### src/rtl/mod_acc.sv
// Streaming packet accumulator: per-packet sum of elements modulo MOD_M, element count and
// side data captured at sop, with a single-cycle protocol-error pulse.
module mod_acc #(
  parameter int              OP_W     = 64,
  parameter logic [OP_W-1:0] MOD_M    = {OP_W{1'b1}}
                                        - ({{(OP_W-1){1'b0}}, 1'b1} << (OP_W/2))
                                        + {{(OP_W-2){1'b0}}, 2'b10},
  parameter int              CNT_W    = 16,
  parameter bit              IN_PIPE  = 1'b1,
  parameter bit              OUT_PIPE = 1'b1,
  parameter int              SIDE_W   = 0,
  localparam int             SW       = (SIDE_W > 0) ? SIDE_W : 1
) (
  input  logic             clk,
  input  logic             s_rst_n,
  input  logic             in_avail,
  input  logic [OP_W-1:0]  in_data,
  input  logic             in_sop,
  input  logic             in_eop,
  input  logic [SW-1:0]    in_side,
  output logic             out_avail,
  output logic [OP_W-1:0]  out_data,
  output logic [CNT_W-1:0] out_cnt,
  output logic [SW-1:0]    out_side,
  output logic             err
);

  typedef struct packed {
    logic            avail;
    logic            sop;
    logic            eop;
    logic [OP_W-1:0] data;
    logic [SW-1:0]   side;
  } elem_t;

  typedef enum logic {IDLE, ACC} state_t;

  elem_t in_e, st_e;
  assign in_e = '{avail: in_avail, sop: in_sop, eop: in_eop, data: in_data, side: in_side};

  generate
    if (IN_PIPE) begin : g_in_reg
      always_ff @(posedge clk) begin
        if (!s_rst_n) st_e <= '0;
        else          st_e <= in_e;
      end
    end else begin : g_in_byp
      assign st_e = in_e;
    end
  endgenerate

  state_t            state, state_nx;
  logic [OP_W-1:0]   acc, acc_nx, sum;
  logic [OP_W:0]     c;
  logic [OP_W+1:0]   diff;
  logic [CNT_W-1:0]  cnt, cnt_nx, cnt_inc;
  logic [SW-1:0]     side, side_nx;
  logic              done, err_c;
  // Set by reset, cleared by the next sop: leftovers of a packet cut by reset drop silently.
  logic              resync, resync_nx;

  logic              res_vld;
  logic [OP_W-1:0]   res_data;
  logic [CNT_W-1:0]  res_cnt;
  logic [SW-1:0]     res_side;

  always_comb begin
    c       = {1'b0, acc} + {1'b0, st_e.data};
    diff    = {1'b0, c} - {2'b00, MOD_M};
    sum     = diff[OP_W+1] ? c[OP_W-1:0] : diff[OP_W-1:0];
    cnt_inc = (cnt == {CNT_W{1'b1}}) ? cnt : cnt + 1'b1;
  end

  always_comb begin
    state_nx  = state;
    acc_nx    = acc;
    cnt_nx    = cnt;
    side_nx   = side;
    resync_nx = resync;
    done      = 1'b0;
    err_c     = 1'b0;
    if (st_e.avail) begin
      if (st_e.sop) begin
        err_c     = (state == ACC);
        acc_nx    = st_e.data;
        cnt_nx    = CNT_W'(1);
        side_nx   = st_e.side;
        resync_nx = 1'b0;
        done      = st_e.eop;
        state_nx  = st_e.eop ? IDLE : ACC;
      end else if (state == ACC) begin
        acc_nx = sum;
        cnt_nx = cnt_inc;
        if (st_e.eop) begin
          done     = 1'b1;
          state_nx = IDLE;
        end
      end else begin
        err_c = !resync;
      end
    end
  end

  always_ff @(posedge clk) begin
    if (!s_rst_n) begin
      state    <= IDLE;
      acc      <= '0;
      cnt      <= '0;
      side     <= '0;
      resync   <= 1'b1;
      res_vld  <= 1'b0;
      res_data <= '0;
      res_cnt  <= '0;
      res_side <= '0;
    end else begin
      state   <= state_nx;
      acc     <= acc_nx;
      cnt     <= cnt_nx;
      side    <= side_nx;
      resync  <= resync_nx;
      res_vld <= done;
      if (done) begin
        res_data <= acc_nx;
        res_cnt  <= cnt_nx;
        res_side <= side_nx;
      end
    end
  end

  assign err = err_c & s_rst_n;

  generate
    if (OUT_PIPE) begin : g_out_reg
      always_ff @(posedge clk) begin
        if (!s_rst_n) begin
          out_avail <= 1'b0;
          out_data  <= '0;
          out_cnt   <= '0;
          out_side  <= '0;
        end else begin
          out_avail <= res_vld;
          if (res_vld) begin
            out_data <= res_data;
            out_cnt  <= res_cnt;
            out_side <= res_side;
          end
        end
      end
    end else begin : g_out_byp
      assign out_avail = res_vld;
      assign out_data  = res_data;
      assign out_cnt   = res_cnt;
      assign out_side  = res_side;
    end
  endgenerate

endmodule

### config.mk
export PLATFORM = sky130hd
export DESIGN_NAME = mod_acc
export DESIGN_NICKNAME = d
export VERILOG_FILES = /design/src/rtl/mod_acc.sv
export SDC_FILE = /design/constraint.sdc
export NUM_CORES = 1
export LEC_CHECK = 0
export CAP_MARGIN = 0
export CORE_UTILIZATION = 50
export CTS_CLUSTER_SIZE = 8
export DETAILED_ROUTE_END_ITERATION = 10
export PLACE_DENSITY_LB_ADDON = 0.12
export SYNTH_ARGS = -nofsm -noshare
export SYNTH_HDL_FRONTEND = slang
export SYNTH_SLANG_ARGS = --single-unit
### constraint.sdc
create_clock -name clk -period 5.8 [get_ports clk]
set_clock_uncertainty 0.15 [all_clocks]
set_input_delay 0.87 -clock clk [delete_from_list [all_inputs] [get_ports clk]]
set_output_delay 0.87 -clock clk [all_outputs]
set_load 0.1 [all_outputs]
==> results.json, run 1 <==
{
  "status": "complete, no violations",
  "clkTransAtPathRegs_ns": 0.06,
  "min_delay_worst_endpoint": "resync$_SDFFE_PN1P_",
  "p_per_area_mw_per_mm2": 238.7,
  "ys_types": 92,
  "power_frac_clock_pct": 45.0,
  "fmaxAchievable_mhz": 182.5,
  "tritoncts": "yes",
  "syn_area_mm2": 0.01789,
  "place_congestion": 1.124,
  "drt_pass1_iterations": 6,
  "synth.largest_area_cell": "dfxtp_1",
  "ys_warn_count": 0,
  "peakVddDrop_mv": 0.3135,
  "grt_max_degree": 102,
  "htree_levels": 2,
  "cts_hold_buf": 0,
  "start_util_pct": 51.28,
  "hold_depth": 2,
  "startpoint_type": "flop",
  "via_per_inst": 6.287,
  "switchingPower_uw": 1359,
  "setup-violations-final": 0,
  "ant_nets": 0,
  "grt_antenna_before_repair": 1,
  "cp_slowest_stage_delay_ns": 0.41,
  "total_power_uw": 5207,
  "grt_pass1_wl_um": 100400,
  "wire_per_inst_um": 23.28,
  "remaining_drc_errors": 0,
  "ioPinCount": 153,
  "yosys.area.top_type_share_pct": 35.25,
  "reg2reg_depth": 21,
  "clockBufferDepth": 3,
  "fin_crit_sh_pct": 94.49,
  "rsz0062_at_grt": "false",
  "hold_viol_final": 0,
  "clock-sinks": 315,
  "p_int_uw": 3848,
  "dieArea_mm2": 0.03653,
  "comb_power_share_pct": 11.6,
  "synth-async-reset-ratio_pct": 0,
  "min_from": "resync$_SDFFE_PN1P_",
  "gr-usage-all-layers_pct": 35.82,
  "grt-ovfl-total": 0,
  "wl_um": 66420,
  "hp-class": "flop to flop",
  "layout.cells.most_common": "dfxtp_1",
  "dp_hpwl_um": 49310,
  "r2r_setup_slack_ns": 0.32,
  "worst_setup_path_end_kind": "flop",
  "die_w_um": 191.1,
  "cpMostUsedCell": "buf_4",
  "worstPathRequired_ns": 6.12,
  "maxCapViolCount": 0,
  "die-height_um": 191.1,
  "worstMarginPinSlew_ns": 1.081,
  "crit_type": "flop to flop",
  "min_period_ns": 5.481,
  "path_cells": "ha_1, inv_1, fa_1, nor2b_2, o2111ai_1, buf_4, a211o_1, nand3_1, a21bo_2, xor2_1, nand4_1, nor3_2, nor4b_1, buf_4, nor4b_4, buf_4, buf_4, o2111ai_1, xor2_1, a2111oi_2, o31ai_1",
  "ys_seq_area_share_pct": 35.25,
  "vias": 17940,
  "r2r_end": "res_data[16]$_SDFFE_PN0P_",
  "clock_latency_ns": 0.59,
  "yosys-top-cells-area": "dfxtp_1 (35%), nor2_1 (5.4%), mux2i_1 (5.1%)",
  "synth_seq_cells": 315,
  "drive_above_1_share_pct": 10.76,
  "drt-initial-drc-count": 1567,
  "synthToLayoutAreaGrowth_pct": 21.96,
  "setup_tns_ns": 0,
  "layout_common_cells": "dfxtp_1 (314), nor2_1 (253), a21oi_1 (173)",
  "seqPwrFrac_pct": 43.3,
  "synth-edff-count": 0,
  "port_buffers": 152,
  "nets": 2528,
  "arrival_ns": 5.80,
  "syn_avg_cell_area_um2": 8.168,
  "drv_slew": 0,
  "cp_max_fo": 8,
  "cts_root_buf": "clkbuf_16",
  "syn_nets": 2327,
  "relSlewSlack_pct": 27.72,
  "core-area_mm2": 0.03488,
  "cts_made_buffers": 45,
  "ys.flop_type": "dfxtp_1",
  "switching_share_pct": 26.10,
  "p_leak_uw": 0.008153,
  "timing.rr.start": "st_e[1]$_SDFF_PN0_",
  "row_count": 68,
  "syn-instance-count": 2190,
  "grt_pass1_vias": 17180,
  "worst_path_max_delay_cell": "nor3_2"
}
critical path, delay by kind of cell, from the launching register on:
family	cells	cell delay, ns
flip-flops	1	0.33
AO/OA/AOI/OAI	6	1.41
adder cells (fa/ha/maj)	2	0.57
AND/OR/NAND/NOR	6	1.52
buffers and inverters	5	0.90
XOR/XNOR	2	0.48
layout make-up:
class / count / area (µm²)
fill: 3051 / 13070
multi-input combinational: 1695 / 10910
sequential: 315 / 6310
timing repair buffer: 305 / 2693
clock buffer: 50 / 1155
tap: 455 / 569.3
inverter: 29 / 111.4
clock inverter: 3 / 68.82
antenna: 1 / 2.502
metal layers:
layer	part of all wire, %	global-route usage (%)	up-vias
li1	-	-	8393
met1	42	45.72	8542
met2	46	58.96	813
met3	6.9	4.847	188
met4	5.2	18.13	0
met5	0	0	-
sequential cells by signal (all words and copies together) (netlist names):
signal     flops
res_side       1
st_e          68
state          1
res_vld        1
out_avail      1
out_cnt       16
cnt           16
side           1
res_cnt       16
out_side       1
res_data      64
acc           64
out_data      64
resync         1
how the worst max path moves through the flow:
stage | start | end | cells past startpoint
floorplan | st_e[55]$_SDFF_PN0_ | res_data[37]$_SDFFE_PN0P_ | 18
global placement | st_e[1]$_SDFF_PN0_ | res_data[36]$_SDFFE_PN0P_ | 20
detailed placement | acc[0]$_SDFF_PN0_ | res_data[16]$_SDFFE_PN0P_ | 21
CTS | acc[0]$_SDFF_PN0_ | res_data[36]$_SDFFE_PN0P_ | 20
global route | st_e[1]$_SDFF_PN0_ | res_data[11]$_SDFFE_PN0P_ | 22
finish | st_e[1]$_SDFF_PN0_ | res_data[16]$_SDFFE_PN0P_ | 21
synthesized netlist by cell type (23+ instances only):
library cell and n:
dfxtp_1 315, nor2_1 255, a21oi_1 173, nand2_1 168, o21ai_0 142, clkbuf_1 117, and2_1 96, mux2i_1 92
ha_1 66, xnor2_1 59, nor3_1 52, nand3_1 47, o211ai_1 43, xor2_1 43, nand4_1 41, a21o_1 29
a31oi_1 27, inv_1 27, a222oi_1 26, and3_1 23
through the flow:
step	hold slack, ns	util (%)	instance area (µm²)	worst slack (ns)	cells
floorplan	0.2732	-	17890	0.8605	2190
global placement	0.2804	58.93	20560	0.2765	2799
detailed placement	0.2966	58.93	20560	0.2119	2799
CTS	0.3040	62.44	21780	0.1961	2852
global route	0.3246	62.54	21810	0.001776	2853
finish	0.3080	62.54	21810	0.3193	2853
cells by family (layout without fill, tap and decap cells):
| family | after synthesis | in the layout | synth area share (%) |
|---|---|---|---|
| other cells | 0 | 1 | 0 |
| fa+ha+maj | 67 | 67 | 4.729 |
| simple gates | 786 | 786 | 21.55 |
| buf+inv | 180 | 387 | 4.092 |
| flops | 315 | 315 | 35.25 |
| xor+xnor | 102 | 102 | 4.994 |
| mux | 95 | 95 | 5.337 |
| compound gates | 645 | 645 | 24.04 |
power by group through the flow:
stage / registers [µW] / clock network [µW] / logic (µW)
2_1_floorplan: 2280 / 0 / 361
3_3_place_gp: 2290 / 0 / 589
3_5_place_dp: 2290 / 0 / 591
4_1_cts: 2250 / 2380 / 595
5_1_grt: 2260 / 2470 / 648
6_report: 2250 / 2350 / 606
timing repair:
item / CTS / global route
resized for setup: 0 / 7
buffers inserted: 0 / 0
setup endpoints to repair: 0 / 107
No activity file was read; power rests on OpenSTA's default activity.
==> run 2: changes to the inputs <==
==> constraint.sdc (replaced) <==
create_clock -name clk -period 5.8 [get_ports clk]
set_clock_uncertainty 0.15 [all_clocks]
set_input_delay 1.74 -clock clk [delete_from_list [all_inputs] [get_ports clk]]
set_output_delay 1.74 -clock clk [all_outputs]
set_load 0.1 [all_outputs]
==> run 2 against run 1 <==
Compared with the run above: count of clock-buffer cells in the layout down 1; critical path depth did not move; routed wire length is 2.1% lower; die area did not move; sequential power hardly changed; utilization increased by 0.065 points; via count down 0.35%; first-iteration DRC count is 0.32% lower; clock power hardly changed.
==> results.json, run 2 (synthesis gave the netlist of run 1 again) <==
{
  "status": "complete, no violations",
  "clock-sinks": 315,
  "cts_made_buffers": 45,
  "gr-usage-all-layers_pct": 34.85,
  "p_per_area_mw_per_mm2": 238.8,
  "final_cells": 2837,
  "min_delay_worst_endpoint": "res_cnt[14]$_SDFFE_PN0P_",
  "diodes": 0,
  "maxCapViolCount": 0,
  "drt-initial-drc-count": 1562,
  "crit_type": "flop to flop",
  "setup_ws_ns": 0.1694,
  "switching_share_pct": 26.08,
  "hold_depth": 2,
  "worst_path_max_delay_cell": "or4_4",
  "top_register": "st_e",
  "row_count": 68,
  "cp_slowest_stage_delay_ns": 0.56,
  "grt-ovfl-total": 0,
  "ant_nets": 0,
  "clock_latency_ns": 0.60,
  "comb_power_share_pct": 11.4,
  "drv_slew": 0,
  "min_from": "res_cnt[14]$_SDFFE_PN0P_",
  "wl_um": 65030,
  "r2r_end": "acc[21]$_SDFF_PN0_",
  "timing.rr.start": "st_e[1]$_SDFF_PN0_",
  "core-area_mm2": 0.03488,
  "grt_max_degree": 168,
  "remaining_drc_errors": 0,
  "path_cells": "ha_1, inv_1, fa_1, nor2b_4, o2111ai_1, nand4_1, buf_4, a31oi_2, o211ai_1, a311o_1, o211ai_1, or3b_1, or4_4, nor4b_4, buf_4, buf_4, clkbuf_16, o211ai_1, o21ai_0, o311a_1, nor2_1",
  "synthToLayoutAreaGrowth_pct": 22.08,
  "wire_per_inst_um": 22.92,
  "min_period_ns": 5.631,
  "seqPwrFrac_pct": 43.2,
  "switchingPower_uw": 1360,
  "hp-class": "flop to flop",
  "reg2reg_depth": 21,
  "vias": 17870,
  "layout.cells.most_common": "dfxtp_1",
  "cts_hold_buf": 0,
  "relSlewSlack_pct": 24.41,
  "p_int_uw": 3855,
  "hold_viol_final": 0,
  "ioPinCount": 153,
  "drive_above_1_share_pct": 10.50,
  "grt_pass1_wl_um": 97810,
  "largest_register_ffs": 68,
  "port_buffers": 152,
  "die-height_um": 191.1,
  "layout_common_cells": "dfxtp_1 (314), nor2_1 (253), a21oi_1 (172)",
  "cp_max_fo": 16,
  "peakVddDrop_mv": 0.2821,
  "grt_pass1_vias": 16900,
  "place_ws_ns": 0.0009073,
  "grt_antenna_before_repair": 0,
  "tritoncts": "yes",
  "setup-violations-final": 0,
  "cts_root_buf": "clkbuf_16",
  "place_congestion": 1.057,
  "worstPathRequired_ns": 6.09,
  "r2r_setup_slack_ns": 0.17,
  "dieArea_mm2": 0.03653,
  "power_frac_clock_pct": 45.4,
  "fin_crit_sh_pct": 97.08,
  "die_w_um": 191.1,
  "via_per_inst": 6.300,
  "clockBufferDepth": 3,
  "worst_setup_path_end_kind": "flop",
  "fmaxAchievable_mhz": 177.6,
  "dp_hpwl_um": 48020,
  "dpl.cell_count": 2780,
  "startpoint_type": "flop",
  "clkTransAtPathRegs_ns": 0.05,
  "worstMarginPinSlew_ns": 1.130,
  "htree_levels": 2,
  "p_leak_uw": 0.008144,
  "drt_pass1_iterations": 6,
  "nets": 2514,
  "start_util_pct": 51.28,
  "arrival_ns": 5.92
}
[run 2: layout make-up]
type / instances / area (µm²)
Clock buffer: 49 / 1161
Clock inverter: 3 / 80.08
Fill cell: 3087 / 13050
Inverter: 29 / 111.4
Multi-Input combinational cell: 1695 / 10940
Sequential cell: 315 / 6310
Tap cell: 455 / 569.3
Timing Repair Buffer: 291 / 2670
[run 2: worst max path at each step]
stage,from,to,slack [ns],depth (start not counted)
final,st_e[1]$_SDFF_PN0_,acc[21]$_SDFF_PN0_,0.17,21
after global routing,acc[0]$_SDFF_PN0_,res_data[26]$_SDFFE_PN0P_,-0.03,20
after CTS,st_e[10]$_SDFF_PN0_,res_data[26]$_SDFFE_PN0P_,0.007,16
after detailed placement,st_e[1]$_SDFF_PN0_,res_data[26]$_SDFFE_PN0P_,0.0009,21
after global placement,st_e[1]$_SDFF_PN0_,res_data[26]$_SDFFE_PN0P_,0.08,21
after floorplan,s_rst_n,err,0.62,3
[run 2: worst max-delay path, delay by kind of cell, from the launching register on]
| family | cells | cell delay [ns] |
|---|---|---|
| compound gates | 8 | 1.99 |
| flops | 1 | 0.33 |
| fa+ha+maj | 2 | 0.60 |
| buf+inv | 5 | 0.73 |
| simple gates | 6 | 1.66 |
[run 2: layer usage]
metal  vias up  track usage (%)  part of all wire (%)
met5         -                0                     0
met4         0            19.90                   5.5
met3       204            6.389                   7.4
met2       798            56.80                    46
met1      8495            43.05                    42
li1       8377                -                     -
[run 2: power groups by stage]
stage | combinational (µW) | sequential (µW) | clock, µW
final | 597 | 2250 | 2370
after global routing | 639 | 2250 | 2490
after CTS | 586 | 2250 | 2400
after detailed placement | 582 | 2290 | 0
after global placement | 579 | 2290 | 0
after floorplan | 361 | 2280 | 0
[run 2: what timing repair did]
action / in CTS / in global routing
buffers inserted: 0 / 3
gates resized for setup: 1 / 14
endpoints found under the setup margin: 1 / 90
cloned: 0 / 2
pin swaps: 0 / 5
[run 2: per-stage QoR]
| stage | cell area, µm² | util (%) | total power, µW | hold slack (ns) | setup TNS, ns |
|---|---|---|---|---|---|
| 5_1_grt | 21840 | 62.60 | 5383 | 0.3249 | -0.1053 |
| 6_report | 21840 | 62.60 | 5215 | 0.3026 | 0 |
| 3_3_place_gp | 20460 | 58.65 | 2869 | 0.2817 | 0 |
| 3_5_place_dp | 20460 | 58.65 | 2874 | 0.3006 | 0 |
| 4_1_cts | 21710 | 62.23 | 5230 | 0.3058 | 0 |
| 2_1_floorplan | 17890 | - | 2638 | 0.2732 | 0 |
